--- config.mk ---
export PLATFORM = sky130hd
export DESIGN_NAME = fetch_buffer
export DESIGN_NICKNAME = d
export VERILOG_FILES = /design/src/rtl/sys_defs.sv /design/src/rtl/fetch_buffer.sv
export SDC_FILE = /design/constraint.sdc
export NUM_CORES = 2
export LEC_CHECK = 0
export ABC_CLOCK_PERIOD_IN_PS = 119000
export CAP_MARGIN = 20
export CORE_MARGIN = 4
export CORE_UTILIZATION = 25
export CTS_CLUSTER_SIZE = 28
export DETAILED_ROUTE_END_ITERATION = 12
export GPL_ROUTABILITY_DRIVEN = 0
export MAX_ROUTING_LAYER = met4
export PLACE_DENSITY = 0.4
export SYNTH_ARGS = -nofsm -noshare
export SYNTH_HDL_FRONTEND = slang
export SYNTH_SLANG_ARGS = --single-unit
--- constraint.sdc ---
create_clock -name clock -period 119 [get_ports clock]
set_input_delay 17.85 -clock clock [delete_from_list [all_inputs] [get_ports clock]]
set_output_delay 17.85 -clock clock [all_outputs]
set_load 0.03 [all_outputs]
--- src/rtl/sys_defs.sv ---
// rtl/sys_defs.sv - shared fetch/decode types and constants
package sys_defs;

   localparam int DEF_NUM_FB    = 8;
   localparam int DEF_NUM_SUPER = 2;

   typedef logic [31:0] INST_t;

   localparam INST_t NOOP_INST = 32'h0000_0013;

   // One fetch slot as presented by the fetch stage
   typedef struct packed {
      logic        valid;
      INST_t       inst;
      logic [63:0] PC;
      logic [63:0] NPC;
      logic [63:0] target;
   } IF_FB_OUT_t;

   // One buffered instruction
   typedef struct packed {
      INST_t       inst;
      logic [63:0] PC;
      logic [63:0] NPC;
      logic [63:0] target;
   } FB_ENTRY_t;

   // Pair presented to the decoder under one shared valid
   typedef struct packed {
      logic             valid;
      INST_t [1:0]      inst;
      logic [1:0][63:0] PC;
      logic [1:0][63:0] NPC;
      logic [1:0][63:0] target;
   } FB_DECODER_OUT_t;

   function automatic logic [1:0] popcount2(input logic [1:0] v);
      return {1'b0, v[0]} + {1'b0, v[1]};
   endfunction

   function automatic FB_ENTRY_t slot_to_entry(input IF_FB_OUT_t s);
      FB_ENTRY_t e;
      e.inst   = s.inst;
      e.PC     = s.PC;
      e.NPC    = s.NPC;
      e.target = s.target;
      return e;
   endfunction

endpackage

--- src/rtl/fetch_buffer.sv ---
// rtl/fetch_buffer.sv - two-wide in-order instruction FIFO between fetch and decode
module fetch_buffer
   import sys_defs::*;
#(
   parameter int NUM_FB    = DEF_NUM_FB,
   parameter int NUM_SUPER = DEF_NUM_SUPER
) (
   input  logic                       clock,
   input  logic                       reset,
   input  logic [NUM_SUPER-1:0]       if_valid,
   input  INST_t [NUM_SUPER-1:0]      if_inst,
   input  logic [NUM_SUPER-1:0][63:0] if_PC,
   input  logic [NUM_SUPER-1:0][63:0] if_NPC,
   input  logic [NUM_SUPER-1:0][63:0] if_target,
   input  logic                       dispatch_en,
   input  logic                       rollback_en,
   output logic                       fb_ready,
   output FB_DECODER_OUT_t            FB_decoder_out,
   output logic [$clog2(NUM_FB):0]    fb_count
);

   localparam int PW = $clog2(NUM_FB);
   localparam int CW = PW + 1;

   typedef logic [PW-1:0] ptr_t;
   typedef logic [CW-1:0] cnt_t;

   FB_ENTRY_t [NUM_FB-1:0]     entries_q;
   ptr_t                       head_q, head_d, tail_q, tail_d;
   ptr_t                       head_nxt, tail_nxt;
   cnt_t                       count_q, count_d;
   cnt_t                       n_enq;
   logic                       out_valid;
   logic                       enq, deq;
   IF_FB_OUT_t [NUM_SUPER-1:0] if_slot;

   // Bundle each fetch lane into one slot record
   always_comb begin
      if_slot = '0;
      for (int s = 0; s < NUM_SUPER; s++) begin
         if_slot[s].valid  = if_valid[s];
         if_slot[s].inst   = if_inst[s];
         if_slot[s].PC     = if_PC[s];
         if_slot[s].NPC    = if_NPC[s];
         if_slot[s].target = if_target[s];
      end
   end

   // Ready and valid look only at the registered count
   assign fb_ready  = (count_q <= cnt_t'(NUM_FB - 2));
   assign out_valid = (count_q >= cnt_t'(2));
   assign n_enq     = cnt_t'(popcount2({if_slot[1].valid, if_slot[0].valid}));
   assign enq       = fb_ready && (n_enq != '0) && !rollback_en;
   assign deq       = out_valid && dispatch_en && !rollback_en;
   assign head_nxt  = head_q + ptr_t'(1);
   assign tail_nxt  = tail_q + ptr_t'(1);
   assign fb_count  = count_q;

   // Next head/tail/count; rollback overrides any same-cycle traffic
   always_comb begin
      head_d  = head_q;
      tail_d  = tail_q;
      count_d = count_q;
      if (rollback_en) begin
         head_d  = '0;
         tail_d  = '0;
         count_d = '0;
      end else begin
         if (enq) tail_d = tail_q + ptr_t'(n_enq);
         if (deq) head_d = head_q + ptr_t'(2);
         count_d = count_q + (enq ? n_enq : cnt_t'(0)) - (deq ? cnt_t'(2) : cnt_t'(0));
      end
   end

   // Pointer and occupancy registers
   always_ff @(posedge clock or posedge reset) begin
      if (reset) begin
         head_q  <= '0;
         tail_q  <= '0;
         count_q <= '0;
      end else begin
         head_q  <= head_d;
         tail_q  <= tail_d;
         count_q <= count_d;
      end
   end

   // Entry storage; valid lanes land compacted at tail, slot 0 first
   always_ff @(posedge clock or posedge reset) begin
      if (reset) begin
         for (int i = 0; i < NUM_FB; i++) begin
            entries_q[i].inst   <= NOOP_INST;
            entries_q[i].PC     <= '0;
            entries_q[i].NPC    <= '0;
            entries_q[i].target <= '0;
         end
      end else if (enq) begin
         if (if_slot[0].valid) entries_q[tail_q] <= slot_to_entry(if_slot[0]);
         if (if_slot[1].valid) entries_q[if_slot[0].valid ? tail_nxt : tail_q] <= slot_to_entry(if_slot[1]);
      end
   end

   // The two oldest entries are always driven, valid or not
   always_comb begin
      FB_decoder_out           = '0;
      FB_decoder_out.valid     = out_valid;
      FB_decoder_out.inst[0]   = entries_q[head_q].inst;
      FB_decoder_out.PC[0]     = entries_q[head_q].PC;
      FB_decoder_out.NPC[0]    = entries_q[head_q].NPC;
      FB_decoder_out.target[0] = entries_q[head_q].target;
      FB_decoder_out.inst[1]   = entries_q[head_nxt].inst;
      FB_decoder_out.PC[1]     = entries_q[head_nxt].PC;
      FB_decoder_out.NPC[1]    = entries_q[head_nxt].NPC;
      FB_decoder_out.target[1] = entries_q[head_nxt].target;
   end

   a_count_bound: assert property (@(posedge clock) disable iff (reset)
      count_q <= cnt_t'(NUM_FB));

   a_deq_pair: assert property (@(posedge clock) disable iff (reset)
      deq |-> (count_q >= cnt_t'(2)));

endmodule
* After elaboration in Yosys (flattened, before gate mapping)
Cells that the tools add are included.
** Storage, ports and cells
- Input bits :: 454
- Bits in registers :: 1802
- Output and inout port bits :: 454
- Logic and storage cells :: 81
** Cells by class
- Muxes and demuxes :: 21
- Magnitude comparators :: 8
- Reduce and logical (&&, ||, !) cells :: 10
- $add $sub $neg :: 7
** Operators with widths (number)
- two-way mux 1792 bit :: 3
- bitwise mux 1792 bit :: 2
- binary-select mux 224 bit (select 3 bit) :: 2
- demux 224 bit (select 3 bit) :: 2
- two-way mux 224 bit :: 4
- less-than comparator 3 x 4 -> 1 bit, second input constant :: 4
- two-way mux 3 bit :: 5
- adder 3 x 1 -> 3 bit, second input constant :: 2
- >= comparator 3 x 1 -> 1 bit, second input constant :: 2
- logical AND 1 bit :: 6
- adder 4 x 2 -> 4 bit :: 1
- >= comparator 4 x 2 -> 1 bit, second input constant :: 1
- less-or-equal comparator 4 x 3 -> 1 bit, second input constant :: 1
- two-way mux 2 bit :: 2
- two-way mux 4 bit :: 1
- nonzero test 2 bit :: 2
- nonzero test 4 bit :: 1
- subtractor 4 x 2 -> 4 bit :: 1
- adder 3 x 2 -> 3 bit :: 1
- adder 3 x 2 -> 3 bit, second input constant :: 1
- adder 1 x 1 -> 2 bit :: 1
- zero test 1 bit :: 1

* Logic depth before layout (Yosys ltp)
- Depth in word-level cells :: 9
- Mapped depth :: 13
- Mapped depth without buffers :: 11

* Worst setup path before layout
Ideal clock, no wire load.
- Path kind :: input -> register
- Start :: input port if_valid[0]
- End :: register count_q[3] (netlist: fb_count[3])
- Path slack :: 98.727 ns
- Buffers on the path :: 3
- Arrival time :: 20.141 ns
- Stages :: 13
- Cells stage by stage :: buf_2 -> buf_2 -> inv_1 -> ha_1 -> nor4_1 -> clkbuf_1 -> nand2_1 -> fa_1 -> inv_1 -> ha_1 -> a21oi_1 -> xnor2_1 -> nor2_1
** On the way
- Cells in the longest elaborated chain, start to end :: 8
** Ends and longest elaborated chain
- start, declared :: line fetch_buffer.sv:10 : input logic [NUM_SUPER-1:0] if_valid,
- adder 1 x 1 -> 2 bit * :: line sys_defs.sv:38 : return {1'b0, v[0]} + {1'b0, v[1]};
- nonzero test 4 bit :: line fetch_buffer.sv:53 : assign enq = fb_ready && (n_enq != '0) && !rollback_en;
- logical AND 1 bit (2 in series) :: line fetch_buffer.sv:53
- two-way mux 2 bit * :: line fetch_buffer.sv:71 : count_d = count_q + (enq ? n_enq : cnt_t'(0)) - (deq ? cnt_t'(2) : cnt_t'(0));
- adder 4 x 2 -> 4 bit * :: line fetch_buffer.sv:71
- subtractor 4 x 2 -> 4 bit * :: line fetch_buffer.sv:71
- two-way mux 4 bit * :: line fetch_buffer.sv:64 : if (rollback_en) begin
- net count_d[3] :: line fetch_buffer.sv:31 : cnt_t count_q, count_d;
- end signal, assigned :: line fetch_buffer.sv:84 : count_q <= count_d;
- end, declared :: line fetch_buffer.sv:31
The timed path passes the listed nets; every way through them passes the cells marked *.
A chain may end at the register's enable or synchronous reset.

==> metrics.yaml <==
postCtsResizedCells: 0
final-seq-area_sq_um: 45100
start_kind: "flip-flop"
layout_min_cycle_time_ps: 24400
worstSetupPathType: "reg -> out"
die_width_um: 663
insertion_delay_ps: 990
timing.max_slew.rel_slack: 0.00180
antenna_violating_nets_post_route: 0
drc_errors: 0
synthMuxAreaShare: 0.0943
post_cts_hold_buffer_count: 0
leakage_nw: 44.7
finish.utilization: 0.299
unrepaired_setup_endpoints_after_global_routing: "false"
top_signal_layer_used: "met4"
die_area_sq_um: 439000
cts_sinks: 1801
height_of_the_chip_um: 663
detail_route.wirelength_mm: 557
num-nets-final: 11400
clock_tree.htree_level_count: 4
endpoint: "FB_decoder_out[176]"
place.port_buffers: 907
cts_setup_buffers: 0
net_count_after_synthesis: 11500
synthesis.area_per_instance_sq_um: 9.69
yosys.area_share.xor_xnor: 0.000409
post_synth_inst_count: 11100
multi_input_area_sq_um: 56100
critPathArrivalTime_ps: 6550
synth_fa_ha_area_frac: 0.00142
finalSetupTns_ps: 0
max_freq_mhz: 41.0
outcome: "finished clean"
effective_utilization_at_floorplan: 0.251
netlist.area_leader.share: 0.415
critical_path_peak_fanout: 52
startpoint: "head_q[1]"
grt_max_degree: 260
synth_top_cell_by_area: "sky130_fd_sc_hd__dfrtp_1"
r2r_setup_slack_ps: 113350
synthesis.area_sq_um: 107000
critPathRequiredTime_ps: 101150
grt_first_pass_wirelength_mm: 796
finalCritPeriodShare: 0.205
worstPathCellList: "buf_4 -> buf_4 -> buf_4 -> buf_4 -> mux4_2 -> clkdlybuf4s50_1"
synth-compound-area-share: 0.358
crit_path_frequent_cell: "sky130_fd_sc_hd__buf_4"
synth_seq_area_share: 0.421
track_usage: 0.251
clk_path_buf_depth: 4
timing.rr.start: "tail_q[1]"
viasPerCell: 6.09
top_level_ports: 908
maxCapViolCount: 0
post_synth_main_area_contributors: "sky130_fd_sc_hd__dfrtp_1 41%, sky130_fd_sc_hd__o311ai_0 15%, sky130_fd_sc_hd__o21a_1 13%, sky130_fd_sc_hd__mux4_2 9.4%, sky130_fd_sc_hd__o21ai_0 8.4%"
report.final.slew_viol_count: 0
reg2reg_to: "entries_q[85]"
synth_top_family_by_area: "compound AO/OA/AOI/OAI gates"
area_growth_pct: 19.2
category_of_the_worst_setup_path_capture_point: "output pin"
drive_above_1_share: 0.0995
fillCellCount: 43800
dr_wl_met2_mm: 253
antenna_found_initial: 134
area_of_the_placeable_core_sq_um: 427000
synth.distinct_cells: 48
number_of_hold_violations_in_the_final_report: 0
hold_class: "reg -> reg"
ir_worst_vdd_uv: 14.5
met1_wire_length_mm: 242
place_hpwl_mm: 315
met3RoutedLength_mm: 36.7
routedWlPerCell_um: 33.0
dr_total_vias: 103000
first_global_vias: 101000
cts.reportedPaths.clkPinSlew_ps: 60
cts.root.buffer_cell: "sky130_fd_sc_hd__clkbuf_16"
power_density_nw_per_um2: 24.6
globalRouteOverflowTotal: 0
cts-buffers-inserted: 235
detail_route.iter0.violations: 10800
reg2reg_depth: 8
cts_tree: "done"
detailedRoute.firstPassIterationCount: 6
basic_gate_share_of_the_synthesized_area_counting_and_or_nand_and_nor_cells: 0.0674
fp-row-count: 240
slowest_delay_ps: 920
synth-warning-count: 0
cpMaxStageDelayCell: "sky130_fd_sc_hd__dfrtp_4"
ys_seq_elements: 1801
report.final.setup_viol: 0
worst_clock_skew_ps: 81.8
worst_pin_slew_ps: 1500
==> how the worst min path moves through the flow <==
stage	start	end	slack, ps	cells past startpoint
2_1_floorplan	entries_q[1008]	entries_q[1008]	460	1
3_3_place_gp	entries_q[759]	entries_q[759]	470	1
3_5_place_dp	entries_q[468]	entries_q[468]	470	1
4_1_cts	entries_q[468]	entries_q[468]	490	1
5_1_grt	entries_q[780]	entries_q[780]	490	1
6_report	entries_q[455]	entries_q[455]	480	1
==> per-layer routing <==
metal,GRT usage,up-vias
met4,0.113,0
met3,0.0406,1055
met5,-,-
met2,0.381,4881
li1,-,42600
met1,0.329,54200
==> sequential cells by signal, summed over array words and instances (netlist names) <==
name	flops
entries_q	1792
fb_count	4
tail_q	3
head_q	2
==> cells in the mapped netlist, drive strengths merged <==
| cell | count |
|---|---|
| nand4 | 1 |
| and3b | 4 |
| or3b | 3 |
| nor4bb | 1 |
| dfstp | 24 |
| o21ai | 1800 |
| or4 | 1 |
| and2 | 2 |
| nand3b | 4 |
| and4b | 1 |
| a21boi | 1 |
| nor2 | 1810 |
| mux4 | 448 |
| or3 | 1 |
| buf | 548 |
| or4b | 2 |
| nand3 | 3 |
| fa | 2 |
| a21oi | 9 |
| ha | 9 |
| nand2b | 3 |
| o21a | 1792 |
| mux2i | 2 |
| o311ai | 1792 |
| xnor2 | 2 |
| nor2b | 2 |
| and3 | 3 |
| a31oi | 8 |
| dfrtp | 1777 |
| nand4bb | 5 |
| nor4 | 1 |
| nor3 | 2 |
| and4bb | 1 |
| nor3b | 3 |
| clkbuf | 966 |
| nor4b | 2 |
| xor2 | 3 |
| nand2 | 11 |
| nand4b | 4 |
| inv | 8 |
==> cell type report <==
class | count | share of cell area
inverter | 8 | 0.000294
tap | 5687 | 0.0557
clock inverter | 64 | 0.00608
multi-input combinational | 7738 | 0.439
sequential | 1801 | 0.353
clock buffer | 365 | 0.0554
antenna | 93 | 0.00182
timing repair buffer | 1138 | 0.0882
==> per-stage QoR <==
step | worst slack, ps | hold slack [ps] | std cells | total power (W) | instance area, sq um
floorplan | 50340 | 459 | 11100 | 0.00180 | 107000
global placement | 95250 | 467 | 16400 | 0.00239 | 120000
detailed placement | 95500 | 474 | 16400 | 0.00241 | 120000
CTS | 94360 | 488 | 16800 | 0.00317 | 127000
global route | 94240 | 493 | 16900 | 0.00327 | 128000
finish | 94600 | 484 | 16900 | 0.00314 | 128000
==> logic make-up (layout without fill, tap and decap cells) <==
kind of cell,Yosys count,after routing
AO/OA/AOI/OAI,5402,5402
XOR/XNOR,5,5
adder cells (fa/ha/maj),11,11
buffers and inverters,1522,1575
flip-flops,1801,1801
multiplexers,450,450
other,0,93
AND/OR/NAND/NOR,1870,1870
==> power by group <==
part / total (W) / internal [W] / switching [W]
clock: 0.000742 / 0.000427 / 0.000315
sequential: 0.00103 / 0.000871 / 0.000155
combinational: 0.00137 / 0.000575 / 0.000799
total: 0.00314 / 0.00187 / 0.00127
==> placed cells by master, fill, tap and decap left out, types with 93 or more instances in the layout <==
cell type                         count
sky130_fd_sc_hd__clkdlybuf4s50_1    907
sky130_fd_sc_hd__mux4_2             448
sky130_fd_sc_hd__diode_2             93
sky130_fd_sc_hd__nor2_1            1802
sky130_fd_sc_hd__buf_4              197
sky130_fd_sc_hd__dfrtp_1           1775
sky130_fd_sc_hd__o21a_1            1792
sky130_fd_sc_hd__o311ai_0          1792
sky130_fd_sc_hd__o21ai_0           1794
sky130_fd_sc_hd__clkbuf_16          235
==> worst max-delay path: cells and delay by family, from the launching register on <==
kind                   cells  cell delay, ps
buffers and inverters      5            3780
multiplexers               1             610
flip-flops                 1             920
Power figures use the tool's default switching activity.
